--- config.mk ---
export PLATFORM = sky130hd
export DESIGN_NAME = opb_gbe_link_monitor_flat
export DESIGN_NICKNAME = d
export VERILOG_FILES = /design/src/rtl/opb_gbe_link_monitor_if.sv /design/src/rtl/opb_gbe_link_monitor.sv /design/src/flat_wrapper.sv
export SDC_FILE = /design/constraint.sdc
export NUM_CORES = 1
export LEC_CHECK = 0
export ABC_AREA = 0
export BUFFER_PORTS_ARGS = -buffer_cell sky130_fd_sc_hd__clkbuf_2
export CORE_MARGIN = 3
export CORE_UTILIZATION = 30
export CTS_BUF_LIST = sky130_fd_sc_hd__clkbuf_2
export DETAILED_ROUTE_END_ITERATION = 6
export PLACE_DENSITY = 0.54
export REMOVE_ABC_BUFFERS = 1
export SLEW_MARGIN = 20
export SYNTH_ARGS = -nofsm -noshare
export SYNTH_HDL_FRONTEND = slang
export SYNTH_SLANG_ARGS = --single-unit
--- constraint.sdc ---
create_clock -name OPB_Clk -period 2.35 [get_ports OPB_Clk]
set_input_delay 0.235 -clock OPB_Clk [delete_from_list [all_inputs] [get_ports OPB_Clk]]
set_output_delay 0.235 -clock OPB_Clk [all_outputs]
set_load 0.03 [all_outputs]
--- src/rtl/opb_gbe_link_monitor_if.sv ---
// OPB slave-side bus bundle for the gbe link monitor: master request signals
// and slave response signals, with master/slave views.
interface opb_gbe_link_monitor_if;
   logic [0:31] OPB_ABus;
   logic [0:3]  OPB_BE;
   logic [0:31] OPB_DBus;
   logic        OPB_RNW;
   logic        OPB_select;
   logic        OPB_seqAddr;
   logic [0:31] Sl_DBus;
   logic        Sl_xferAck;
   logic        Sl_errAck;
   logic        Sl_retry;
   logic        Sl_toutSup;

   modport master (
      output OPB_ABus, OPB_BE, OPB_DBus, OPB_RNW, OPB_select, OPB_seqAddr,
      input  Sl_DBus, Sl_xferAck, Sl_errAck, Sl_retry, Sl_toutSup
   );

   modport slave (
      input  OPB_ABus, OPB_BE, OPB_DBus, OPB_RNW, OPB_select, OPB_seqAddr,
      output Sl_DBus, Sl_xferAck, Sl_errAck, Sl_retry, Sl_toutSup
   );
endinterface

--- src/rtl/opb_gbe_link_monitor.sv ---
// OPB slave that debounces the gbe link-up flag and counts stable up/down transitions.
// Optional uptime counter at word 4 is enabled by defining GBE_LINK_UPTIME_EN.
module opb_gbe_link_monitor #(
   parameter logic [31:0] C_BASEADDR      = 32'h01080300,
   parameter logic [31:0] C_HIGHADDR      = 32'h010803FF,
   parameter int          DEBOUNCE_CYCLES = 1024,
   parameter int          CNT_WIDTH       = 32
) (
   input  logic                         OPB_Clk,
   input  logic                         OPB_Rst_n,
   opb_gbe_link_monitor_if.slave        opb,
   input  logic                         link_raw,
   output logic                         link_stable
);

   localparam int DW = (DEBOUNCE_CYCLES > 1) ? $clog2(DEBOUNCE_CYCLES) : 1;

   typedef enum logic [1:0] {S_IDLE, S_ACK, S_HOLD} state_t;

   state_t                r_state;
   state_t                w_next;
   logic [31:0]           w_addr;
   logic [31:0]           w_word;
   logic                  w_hit;
   logic [31:0]           r_word;
   logic                  r_rnw;
   logic                  r_be3;
   logic                  r_wclr;
   logic                  r_wfrz;
   logic                  r_raw_q;
   logic                  r_stable;
   logic [DW-1:0]         r_dcnt;
   logic                  r_freeze;
   logic [CNT_WIDTH-1:0]  r_up_cnt;
   logic [CNT_WIDTH-1:0]  r_dn_cnt;
   logic                  w_flip;
   logic                  w_rise;
   logic                  w_fall;
   logic                  w_wr_ctrl;
   logic                  w_clear;
   logic [31:0]           w_rdata;
`ifdef GBE_LINK_UPTIME_EN
   logic [31:0]           r_uptime;
`endif

   assign w_addr = opb.OPB_ABus;
   assign w_hit  = opb.OPB_select && (w_addr >= C_BASEADDR) && (w_addr <= C_HIGHADDR);
   assign w_word = (w_addr - C_BASEADDR) >> 2;

   assign opb.Sl_errAck  = 1'b0;
   assign opb.Sl_retry   = 1'b0;
   assign opb.Sl_toutSup = 1'b0;
   assign link_stable    = r_stable;

   always_ff @(posedge OPB_Clk or negedge OPB_Rst_n) begin
      if (!OPB_Rst_n) r_state <= S_IDLE;
      else            r_state <= w_next;
   end

   always_comb begin
      w_next = r_state;
      case (r_state)
         S_IDLE:  if (w_hit) w_next = S_ACK;
         S_ACK:   w_next = S_HOLD;
         S_HOLD:  if (!opb.OPB_select) w_next = S_IDLE;
         default: w_next = S_IDLE;
      endcase
   end

   always_comb begin
      opb.Sl_xferAck = 1'b0;
      opb.Sl_DBus    = '0;
      if (r_state == S_ACK) begin
         opb.Sl_xferAck = 1'b1;
         opb.Sl_DBus    = w_rdata;
      end
   end

   // Capture the access at the hit so the ACK cycle works on a stable copy;
   // only the two control bits of the LSB byte matter for writes.
   always_ff @(posedge OPB_Clk or negedge OPB_Rst_n) begin
      if (!OPB_Rst_n) begin
         r_word <= '0;
         r_rnw  <= 1'b1;
         r_be3  <= 1'b0;
         r_wclr <= 1'b0;
         r_wfrz <= 1'b0;
      end else if (r_state == S_IDLE && w_hit) begin
         r_word <= w_word;
         r_rnw  <= opb.OPB_RNW;
         r_be3  <= opb.OPB_BE[3];
         r_wclr <= opb.OPB_DBus[31];
         r_wfrz <= opb.OPB_DBus[30];
      end
   end

   assign w_flip    = (r_raw_q != r_stable) && (r_dcnt == DW'(DEBOUNCE_CYCLES - 1));
   assign w_rise    = w_flip && !r_stable;
   assign w_fall    = w_flip && r_stable;
   assign w_wr_ctrl = (r_state == S_ACK) && !r_rnw && (r_word == 32'd3) && r_be3;
   assign w_clear   = w_wr_ctrl && r_wclr;

   always_ff @(posedge OPB_Clk or negedge OPB_Rst_n) begin
      if (!OPB_Rst_n) begin
         r_raw_q  <= 1'b0;
         r_stable <= 1'b0;
         r_dcnt   <= '0;
      end else begin
         r_raw_q <= link_raw;
         if (r_raw_q == r_stable) begin
            r_dcnt <= '0;
         end else if (w_flip) begin
            r_stable <= ~r_stable;
            r_dcnt   <= '0;
         end else begin
            r_dcnt <= r_dcnt + DW'(1);
         end
      end
   end

   // Clear beats a coincident edge, and still works while frozen.
   always_ff @(posedge OPB_Clk or negedge OPB_Rst_n) begin
      if (!OPB_Rst_n) begin
         r_freeze <= 1'b0;
         r_up_cnt <= '0;
         r_dn_cnt <= '0;
      end else begin
         if (w_wr_ctrl) r_freeze <= r_wfrz;
         if (w_clear) begin
            r_up_cnt <= '0;
            r_dn_cnt <= '0;
         end else if (!r_freeze) begin
            if (w_rise && !(&r_up_cnt)) r_up_cnt <= r_up_cnt + CNT_WIDTH'(1);
            if (w_fall && !(&r_dn_cnt)) r_dn_cnt <= r_dn_cnt + CNT_WIDTH'(1);
         end
      end
   end

`ifdef GBE_LINK_UPTIME_EN
   always_ff @(posedge OPB_Clk or negedge OPB_Rst_n) begin
      if (!OPB_Rst_n)                                r_uptime <= '0;
      else if (w_fall || w_clear)                    r_uptime <= '0;
      else if (r_stable && !r_freeze && !(&r_uptime)) r_uptime <= r_uptime + 32'd1;
   end
`endif

   always_comb begin
      w_rdata = '0;
      case (r_word)
         32'd0:   w_rdata = {29'd0, r_freeze, r_raw_q, r_stable};
         32'd1:   w_rdata = 32'(r_up_cnt);
         32'd2:   w_rdata = 32'(r_dn_cnt);
         32'd3:   w_rdata = {30'd0, r_freeze, 1'b0};
`ifdef GBE_LINK_UPTIME_EN
         32'd4:   w_rdata = r_uptime;
`endif
         default: w_rdata = '0;
      endcase
   end

endmodule
--- src/flat_wrapper.sv ---
// flat-port wrapper written by rule: the top's interface ports become plain ports
module opb_gbe_link_monitor_flat 
#(
   parameter logic [31:0] C_BASEADDR      = 32'h01080300,
   parameter logic [31:0] C_HIGHADDR      = 32'h010803FF,
   parameter int          DEBOUNCE_CYCLES = 1024,
   parameter int          CNT_WIDTH       = 32
)
  (OPB_Clk, OPB_Rst_n, link_raw, link_stable, opb_OPB_ABus, opb_OPB_BE, opb_OPB_DBus, opb_OPB_RNW, opb_OPB_select, opb_OPB_seqAddr, opb_Sl_DBus, opb_Sl_xferAck, opb_Sl_errAck, opb_Sl_retry, opb_Sl_toutSup);
  opb_gbe_link_monitor_if opb_i ();
  input  logic OPB_Clk;
  input  logic OPB_Rst_n;
  input  logic link_raw;
  output logic link_stable;
  input wire logic [$bits(opb_i.OPB_ABus)-1:0] opb_OPB_ABus;
  input wire logic [$bits(opb_i.OPB_BE)-1:0] opb_OPB_BE;
  input wire logic [$bits(opb_i.OPB_DBus)-1:0] opb_OPB_DBus;
  input wire logic [$bits(opb_i.OPB_RNW)-1:0] opb_OPB_RNW;
  input wire logic [$bits(opb_i.OPB_select)-1:0] opb_OPB_select;
  input wire logic [$bits(opb_i.OPB_seqAddr)-1:0] opb_OPB_seqAddr;
  output wire logic [$bits(opb_i.Sl_DBus)-1:0] opb_Sl_DBus;
  output wire logic [$bits(opb_i.Sl_xferAck)-1:0] opb_Sl_xferAck;
  output wire logic [$bits(opb_i.Sl_errAck)-1:0] opb_Sl_errAck;
  output wire logic [$bits(opb_i.Sl_retry)-1:0] opb_Sl_retry;
  output wire logic [$bits(opb_i.Sl_toutSup)-1:0] opb_Sl_toutSup;
  assign opb_i.OPB_ABus = opb_OPB_ABus;
  assign opb_i.OPB_BE = opb_OPB_BE;
  assign opb_i.OPB_DBus = opb_OPB_DBus;
  assign opb_i.OPB_RNW = opb_OPB_RNW;
  assign opb_i.OPB_select = opb_OPB_select;
  assign opb_i.OPB_seqAddr = opb_OPB_seqAddr;
  assign opb_Sl_DBus = opb_i.Sl_DBus;
  assign opb_Sl_xferAck = opb_i.Sl_xferAck;
  assign opb_Sl_errAck = opb_i.Sl_errAck;
  assign opb_Sl_retry = opb_i.Sl_retry;
  assign opb_Sl_toutSup = opb_i.Sl_toutSup;
  opb_gbe_link_monitor #(.C_BASEADDR(C_BASEADDR), .C_HIGHADDR(C_HIGHADDR), .DEBOUNCE_CYCLES(DEBOUNCE_CYCLES), .CNT_WIDTH(CNT_WIDTH)) u_core (.OPB_Clk(OPB_Clk), .OPB_Rst_n(OPB_Rst_n), .opb(opb_i), .link_raw(link_raw), .link_stable(link_stable));
endmodule
==> flow_summary.toml <==
[yosys]
ys_types = 61
synth_top_area_share_pct = 45.2
ys.flop_type = "dfrtp_1"
synth_common_cells = "dfrtp_1, nor2_1, nand2_1"
syn_area_sq_um = 6210
synth_edf_count = 0
ys_warn_count = 0
syn_area_per_cell_sq_um = 9.35
async_reset_ff_share_pct = 100
ys_ff_latch = 113
yosysMostFrequentCell = "dfrtp_1"
seq_area_frac_synth_pct = 45.6
syn_inst = 664
synth.area.top_cells = "dfrtp_1, a21oi_1, nor2_1"
synth_top_cell_by_area = "dfrtp_1"

[routing]
vias = 5583
firstDrtPassIters = 7
avgViaCountPerCell = 5.26
route.detailed.drc = 3
ant_nets = 0
drt_iter0_drc = 372
wl_mm = 17.3
wl_per_cell_microns = 16.3

[power]
clockPowerShare_pct = 41.2
p_sw_share_pct = 26.3
pwr-share-seq_pct = 55.0
pwr-share-comb_pct = 3.8
p_sw_mw = 0.934
p_leak_nw = 3.36
intPower_mw = 2.62
ir_worst_vdd_v = 0.000421
pwr_density_cell_nw_per_um2 = 449

[clock_tree]
htreeDepth = 4
cts_setup_buffers = 0
numCtsBuffers = 17
clkLatencyLatePin_ns = 0.68
clk_path_buf_depth = 2
cts_tree = "built"
clock_sinks = 113
clockRootBuffer = "clkbuf_2"
cts.reportedPaths.clkPinSlew_ns = 0.20

[global_routing]
grt_max_degree = 69
grt_pass1_wl_mm = 27.7
grt_pass1_vias = 5210
antenna_found_initial = 0
grt_use_total_pct = 15.6
grt_overflow = 0

[min_path]
hold_path_class = "in -> async"

[sta]
clock_skew_ns = 0.0191
rsz0062_at_grt = "yes"
setup_viol = 32
finalCriticalPeriod_ns = 2.88
holdWs_ns = 0.129
timing.slew.headroom_pct = 34.7
finalHoldViolations = 0
period_share_pct = 123
fin_ws_ns = -0.532
drv_slew = 0
timing.fmax_mhz = 347
tightest_slew_ns = 0.976

[placed_design]
place_area_sq_um = 7100
post-place-ws_ns = 0.150
port-buffer-count = 71
gp_congestion = 0.806
hpwl_mm = 11.7

[floorplan]
placementRows = 51
die_w_microns = 150
design.portCount = 111
start_util_pct = 31.2
fp.dieArea_sq_um = 22400
die_h_microns = 150
core_area_sq_um = 19900

[worst_setup_path]
worstSetupStartpointType = "register"
critPathKind = "reg -> out"
cpPeakStageDelay_ns = 0.45
path_max_fanout = 7
regToRegSetupSlack_ns = 0.16
path_cells = "nor4_4 -> and4_4 -> and4b_4 -> clkbuf_16 -> a22oi_1 -> nor2_1 -> buf_4"
worstReg2RegEnd = "u_core.r_dn_cnt[22]$_DFFE_PN0P_"
endpoint_kind = "primary output"
r2r_cells = 5
reg2reg_from = "u_core.r_raw_q$_DFF_PN0_"
arrival_ns = 2.65
crit_required_ns = 2.12
slowest_stage = "dfrtp_1"

[final_layout]
num_antenna_cells = 0
syn2layout_area_growth_pct = 27.6
final_area_sq_um = 7920
final_layout_size_suffix_gt1_share_pct = 27.5
num-nets-final = 862

[run]
drv_cap = 0

[run_status]
status = "finished with violations"
failed_checks = "design-rule violations, negative setup slack"
-- how the worst max path moves through the flow --
stage | from | to | slack [ns] | cells after the start
after floorplan | u_core.r_state[1]$_DFFE_PN0P_ | u_core.r_dn_cnt[0]$_DFFE_PN0P_ | -0.96 | 4
after global placement | u_core.r_word[4]$_DFFE_PN0P_ | opb_Sl_DBus[3] | 0.14 | 7
after detailed placement | u_core.r_word[4]$_DFFE_PN0P_ | opb_Sl_DBus[5] | 0.15 | 7
after CTS | u_core.r_word[4]$_DFFE_PN0P_ | opb_Sl_DBus[5] | -0.62 | 7
after global routing | u_core.r_word[9]$_DFFE_PN0P_ | opb_Sl_DBus[9] | -0.70 | 7
final | u_core.r_word[9]$_DFFE_PN0P_ | opb_Sl_DBus[10] | -0.53 | 7
-- critical path, delay by kind of cell (launching register included) --
| family | cells | cell delay [ns] |
|---|---|---|
| and+or+nand+nor | 4 | 1.02 |
| DFF | 1 | 0.45 |
| buffers and inverters | 2 | 0.36 |
| AOI/OAI and AO/OA | 1 | 0.14 |
-- stage by stage --
step / TNS [ns] / power [mW] / instances / util [%]
global route: -20.88 / 3.72 / 1062 / 39.8
global placement: 0 / 2.11 / 1008 / 35.7
floorplan: -44.31 / 2.02 / 629 / -
detailed placement: 0 / 2.10 / 1008 / 35.7
CTS: -17.92 / 3.60 / 1059 / 38.7
finish: -14.47 / 3.55 / 1062 / 39.8
-- cell families after synthesis --
family | after synthesis | share of synthesized area [%]
flops | 113 | 45.6
other cells | 1 | 0.0604
simple gates | 314 | 28.6
buf+inv | 47 | 3.75
xor+xnor | 11 | 1.55
mux | 24 | 4.33
compound gates | 150 | 15.3
fa+ha+maj | 4 | 0.806
-- power by group through the flow --
stage                     clock network (mW)  logic, mW  registers, mW
after global routing                    1.61      0.154           1.96
after global placement                     0      0.115           1.99
after CTS                               1.51      0.139           1.96
final                                   1.46      0.135           1.96
after detailed placement                   0      0.114           1.99
after floorplan                            0     0.0242           1.99
-- metal layers --
layer	part of all wire [%]	wire length (microns)	vias up	track usage (%)
met2	46	8000	139	24.2
met1	48	8390	2717	22.3
met3	5.0	872	6	3.79
li1	-	-	2721	-
met4	0.51	89	0	2.84
met5	0	0	-	0
-- cell usage in the layout, fill, tap and decap left out, types with 10 or more instances in the layout --
| cell | Yosys | final |
|---|---|---|
| buf_4 | 6 | 61 |
| dfrtp_1 | 112 | 112 |
| mux2_2 | 13 | 13 |
| a21oi_1 | 46 | 46 |
| nor2_1 | 59 | 51 |
| or4_1 | 14 | 14 |
| inv_1 | 10 | 10 |
| or3_1 | 30 | 30 |
| nor2b_1 | 16 | 14 |
| a22oi_1 | 29 | 20 |
| nand3_1 | 38 | 38 |
| dlygate4sd3_1 | 0 | 19 |
| nand4_1 | 24 | 24 |
| o21ai_0 | 38 | 38 |
| clkbuf_2 | 0 | 55 |
| o21a_1 | 11 | 11 |
| nand2_1 | 47 | 47 |
| and3_1 | 13 | 12 |
| mux2i_1 | 10 | 10 |
-- area by class of cell --
| type | instances | area (sq um) |
|---|---|---|
| clock buffer | 17 | 85.1 |
| clock inverter | 15 | 184 |
| fill | 2041 | 12000 |
| inverter | 10 | 37.5 |
| multi-input combinational | 506 | 3320 |
| sequential | 113 | 2830 |
| tap | 265 | 332 |
| timing repair buffer | 136 | 1130 |
-- sequential cells by signal, summed over array words and instances (netlist names) --
name,count
u_core.r_wclr,1
u_core.r_state,2
u_core.r_be3,1
u_core.r_rnw,1
u_core.r_raw_q,1
u_core.r_word,30
u_core.r_freeze,1
u_core.r_up_cnt,32
u_core.r_dn_cnt,32
u_core.r_dcnt,10
u_core.r_wfrz,1
u_core.link_stable,1
-- timing repair --
action / 4_1_cts / 5_1_grt
resized for setup: 46 / 60
endpoints found under the setup margin: 32 / 33
endpoints found under the hold margin: 127 / 0
hold buffers: 19 / 0
pin swaps: 0 / 24
gates cloned: 0 / 3
Note: power is estimated with default switching activity, not from simulation.
